<file path="src/rtl/burst_drain_pkg.sv">
// Shared constants and state encoding for the burst capture/replay stage.
package burst_drain_pkg;

  localparam int unsigned DW    = 4;
  localparam int unsigned DEPTH = 8;
  localparam int unsigned AW    = 3;
  localparam int unsigned SW    = DW + AW;

  typedef enum logic [1:0] {
    IDLE,
    FILL,
    DRAIN,
    DONE
  } state_t;

endpackage

</file>
<file path="src/rtl/burst_drain_mem.sv">
// DEPTH x DW register array: one write port, combinational read, async clear.
module burst_drain_mem #(
  parameter int unsigned DW    = 4,
  parameter int unsigned DEPTH = 8,
  parameter int unsigned AW    = 3
) (
  input  logic          clk,
  input  logic          rstn,
  input  logic          we,
  input  logic [AW-1:0] waddr,
  input  logic [DW-1:0] wdata,
  input  logic [AW-1:0] raddr,
  output logic [DW-1:0] rdata
);

  logic [DW-1:0] mem [DEPTH];

  always_ff @(posedge clk or negedge rstn) begin
    if (!rstn) begin
      for (int unsigned i = 0; i < DEPTH; i++) begin
        mem[i] <= '0;
      end
    end else if (we) begin
      mem[waddr] <= wdata;
    end
  end

  assign rdata = mem[raddr];

endmodule

</file>
<file path="src/rtl/burst_drain.sv">
// Captures one DEPTH-sample burst, replays it over valid/ready and sums it.
module burst_drain
  import burst_drain_pkg::*;
(
  input  logic          clk,
  input  logic          rstn,
  input  logic          start,
  input  logic [DW-1:0] in_data,
  input  logic          in_valid,
  output logic [DW-1:0] out_data,
  output logic          out_valid,
  input  logic          out_ready,
  output logic          out_last,
  output logic          busy,
  output logic          done,
  output logic [SW-1:0] sum
);

  localparam logic [AW-1:0] LAST_IDX = AW'(DEPTH - 1);

  state_t        state, state_nxt;
  logic [AW-1:0] wptr, rptr;
  logic [DW-1:0] rdata;
  logic          we;

  burst_drain_mem #(
    .DW    (DW),
    .DEPTH (DEPTH),
    .AW    (AW)
  ) u_mem (
    .clk   (clk),
    .rstn  (rstn),
    .we    (we),
    .waddr (wptr),
    .wdata (in_data),
    .raddr (rptr),
    .rdata (rdata)
  );

  always_ff @(posedge clk or negedge rstn) begin
    if (!rstn) begin
      state <= IDLE;
    end else begin
      state <= state_nxt;
    end
  end

  always_comb begin
    state_nxt = state;
    busy      = 1'b0;
    out_valid = 1'b0;
    done      = 1'b0;
    we        = 1'b0;
    case (state)
      IDLE: begin
        if (start) state_nxt = FILL;
      end
      FILL: begin
        busy = 1'b1;
        we   = in_valid;
        if (in_valid && (wptr == LAST_IDX)) state_nxt = DRAIN;
      end
      DRAIN: begin
        busy      = 1'b1;
        out_valid = 1'b1;
        if (out_ready && (rptr == LAST_IDX)) state_nxt = DONE;
      end
      DONE: begin
        done      = 1'b1;
        state_nxt = IDLE;
      end
      default: state_nxt = IDLE;
    endcase
  end

  // Data is only presented while draining so idle/done cycles show zero.
  assign out_data = out_valid ? rdata : '0;
  assign out_last = out_valid && (rptr == LAST_IDX);

  always_ff @(posedge clk or negedge rstn) begin
    if (!rstn) begin
      wptr <= '0;
      rptr <= '0;
      sum  <= '0;
    end else begin
      case (state)
        IDLE: begin
          if (start) begin
            wptr <= '0;
            sum  <= '0;
          end
        end
        FILL: begin
          if (in_valid) begin
            wptr <= wptr + AW'(1);
            sum  <= sum + SW'(in_data);
            if (wptr == LAST_IDX) rptr <= '0;
          end
        end
        DRAIN: begin
          if (out_ready) rptr <= rptr + AW'(1);
        end
        default: ;
      endcase
    end
  end

endmodule

</file>
<file path="config.mk">
export PLATFORM = sky130hd
export DESIGN_NAME = burst_drain
export DESIGN_NICKNAME = d
export VERILOG_FILES = /design/src/rtl/burst_drain_pkg.sv /design/src/rtl/burst_drain_mem.sv /design/src/rtl/burst_drain.sv
export SDC_FILE = /design/constraint.sdc
export NUM_CORES = 1
export LEC_CHECK = 0
export CORE_MARGIN = 1.5
export CORE_UTILIZATION = 25
export DETAILED_ROUTE_END_ITERATION = 7
export SLEW_MARGIN = 0
export SYNTH_ARGS = -nofsm -noshare
export SYNTH_HDL_FRONTEND = slang
export SYNTH_HIERARCHICAL = 1
export SYNTH_SLANG_ARGS = --single-unit
export TNS_END_PERCENT = 50
</file>
<file path="constraint.sdc">
create_clock -name clk -period 2.29 [get_ports clk]
set_input_delay 0.229 -clock clk [delete_from_list [all_inputs] [get_ports clk]]
set_output_delay 0.229 -clock clk [all_outputs]
set_load 0.05 [all_outputs]
</file>
==> results_dict.tcl <==
set metrics [dict create \
    synth.area.top_cells "dfrtp_1 48%, mux2_2 18%, mux4_1 8.6%" \
    crit_chain "buf_12 > mux4_1 > mux2_2 > and2_1 > buf_4" \
    min_period_over_period_pct 96.7 \
    fp.dieH_microns 102 \
    critPathRequiredTime_ns 2.06 \
    drive_gt1_share_pct 33.2 \
    crit_family "multiplexers" \
    htreeDepth 2 \
    max_stage_delay_ns 0.54 \
    powerDensity_mw_per_mm2 1160 \
    grt_antenna_before_repair 0 \
    wl_per_cell_microns 15.3 \
    synth_edf_count 0 \
    period_needed_ns 2.21 \
    drv_cap 0 \
    cts_root_buffer "clkbuf_8" \
    dp_cells 321 \
    async_flop_share_pct 100 \
    tightest_slew_ns 0.584 \
    diodes 0 \
    layout_common_cells "47 x dfrtp_1, 39 x mux2_2, 16 x clkdlybuf4s50_1" \
    hold_class "input pin to asynchronous set/reset pin" \
    setup_tns_ns 0 \
    hold_slack_ns 0.450 \
    portBuffers 23 \
    cts.clk_slew.worst_paths_ns 0.09 \
    start_util_pct 26.1 \
    outcome "finished clean" \
    overflow 0 \
    dp.final_hpwl_mm 3.72 \
    vias_per_cell 4.62 \
    slowest_stage "mux4_1" \
    syn_nets 190 \
    synth_top_cell_by_area "dfrtp_1" \
    cts_tree "yes" \
    peakVddDrop_uv 359 \
    ys_seq_area_share_pct 48.1 \
    die_x_microns 102 \
    report.final.slew_viol_count 0 \
    post_synth_num_cell_types 36 \
    path_buf_inv 2 \
    ctsLongestPathBuffers 2 \
    r2r_slack_ns 0.34 \
    clock_latency_ns 0.30 \
    nNetsFinal 223 \
    fmax_mhz 452 \
    clkSinkCount 47 \
    grt_max_degree 25 \
    grt_pass1_wl_mm 8.04 \
    io_pins 24 \
    end_kind "output port" \
    area_growth_pct 22.1 \
    synth.avg_cell_area_sq_um 14.6 \
    layout_commonest_cell "dfrtp_1" \
    cp_max_fo 9 \
    crit_arrival_ns 1.98 \
    cts_buffers 5 \
    combPwrFrac_pct 45.7 \
    drc_errors 0 \
    finish.utilization_pct 31.9 \
    grt_pass1_vias 1492 \
    cp-start-kind "flop" \
    synthesis.area_sq_mm 0.00245 \
    power.leakage_nw 1.40 \
    netlist_instances 168 \
    crit_type "flop to output port" \
    yosys_warnings 6 \
    clkPwrFrac_pct 18.1 \
    p_sw_mw 1.30 \
    wirelength_mm 5.07 \
    first_iter_violations 49 \
    antenna_left 0 \
    max_slew_margin_pct 61.1 \
    hold_viol_final 0 \
    synth-main-ff-cell "dfrtp_1" \
    p_int_mw 2.17 \
    power_switching_share_pct 37.4 \
    setup_viol 0 \
    vias 1530 \
    rsz0062_at_grt "no" \
    rows 35 \
    synth_top_area_share_pct 48.1 \
    p_seq_share_pct 36.3 \
    ys_seq_elements 47 \
    place_congestion 0.696 \
    die-area_sq_mm 0.0104 \
    groute.usage.overall_pct 10.4 \
    fin_skew_ns 0.0122 \
    core_area_sq_mm 0.00937 \
    stdcell_count 331 \
    first_pass_iters 4 \
]
==> synthesized netlist by cell type (3+ instances only) <==
master	instances
a21oi_1	4
a22o_1	8
and2_1	7
and4bb_2	3
dfrtp_1	47
ha_1	12
inv_1	3
mux2_2	39
mux4_1	8
nand2_1	3
nand2b_1	3
nand4b_1	3
==> worst reg2reg max path: stages, from the launching register on <==
cell and delay, ns:
dfrtp_1 0.42, inv_1 0.09, ha_1 0.21, and2_2 0.26, o21ai_2 0.19, or4_1 0.56
a21boi_1 0.15
==> cell type report <==
cell class / count / area (sq um)
Fill cell: 961 / 6380
Tap cell: 129 / 161
Timing Repair Buffer: 30 / 290
Clock buffer: 6 / 82.6
Inverter: 3 / 11.3
Clock inverter: 2 / 35.0
Multi-Input combinational cell: 114 / 1230
Sequential cell: 47 / 1180
==> path summary, 6_finish.rpt <==
| kind | start | endpoint | depth (start not counted) |
|---|---|---|---|
| min | rstn | sum[3]$_DFFE_PN0P_ | 2 |
| min reg2reg | u_mem/mem[21]$_DFFE_PN0P_ | u_mem/mem[21]$_DFFE_PN0P_ | 1 |
| min in group clk | u_mem/mem[21]$_DFFE_PN0P_ | u_mem/mem[21]$_DFFE_PN0P_ | 1 |
| max in group asynchronous | rstn | u_mem/mem[1]$_DFFE_PN0P_ | 3 |
| max reg2reg | state[1]$_DFFE_PN0P_ | sum[6]$_DFFE_PN0P_ | 6 |
| max | rptr[0]$_DFFE_PN0P_ | out_data[0] | 5 |
==> power by group through the flow <==
stage               sequential, mW  clock (mW)  combinational (mW)
finish                        1.26       0.625                1.58
CTS                           1.26       0.648                1.59
global placement              1.26           0                1.57
global route                  1.30       0.676                1.71
detailed placement            1.27           0                1.58
floorplan                     1.30           0                1.12
==> repair_timing <==
action	in CTS	in global routing
gates resized for setup	0	1
hold endpoints to repair	23	0
hold buffers	1	0
buffers inserted	0	1
setup endpoints to repair	0	1
==> routing by layer <==
layer,wire (microns),GRT usage (%),up-vias
met5,0,0,-
met4,59,2.95,0
met2,2440,17.2,25
li1,-,-,712
met3,231,3.63,7
met1,2340,13.0,786
==> through the flow <==
stage | area [sq um] | setup WS, ns | total power, mW
2_1_floorplan | 2450 | 0.315 | 2.41
3_3_place_gp | 2860 | 0.128 | 2.83
3_5_place_dp | 2860 | 0.0491 | 2.85
4_1_cts | 2990 | 0.00194 | 3.49
5_1_grt | 2990 | 0.0172 | 3.69
6_report | 2990 | 0.0763 | 3.46
==> registers in the layout, indices dropped and copies added (netlist names) <==
signal,count
rptr,3
wptr,3
u_mem/mem,32
sum,7
state,2
==> kinds of logic (layout without fill, tap and decap cells) <==
| group | Yosys count | count (layout) | share of synthesized area, % |
|---|---|---|---|
| and+or+nand+nor | 27 | 27 | 8.59 |
| AOI/OAI and AO/OA | 25 | 25 | 7.67 |
| muxes | 48 | 48 | 26.9 |
| adders and majority gates | 13 | 13 | 6.95 |
| DFF | 47 | 47 | 48.1 |
| buffers and inverters | 7 | 41 | 1.43 |
| xor gates and xnor gates | 1 | 1 | 0.358 |
Power figures use the tool's default switching activity.
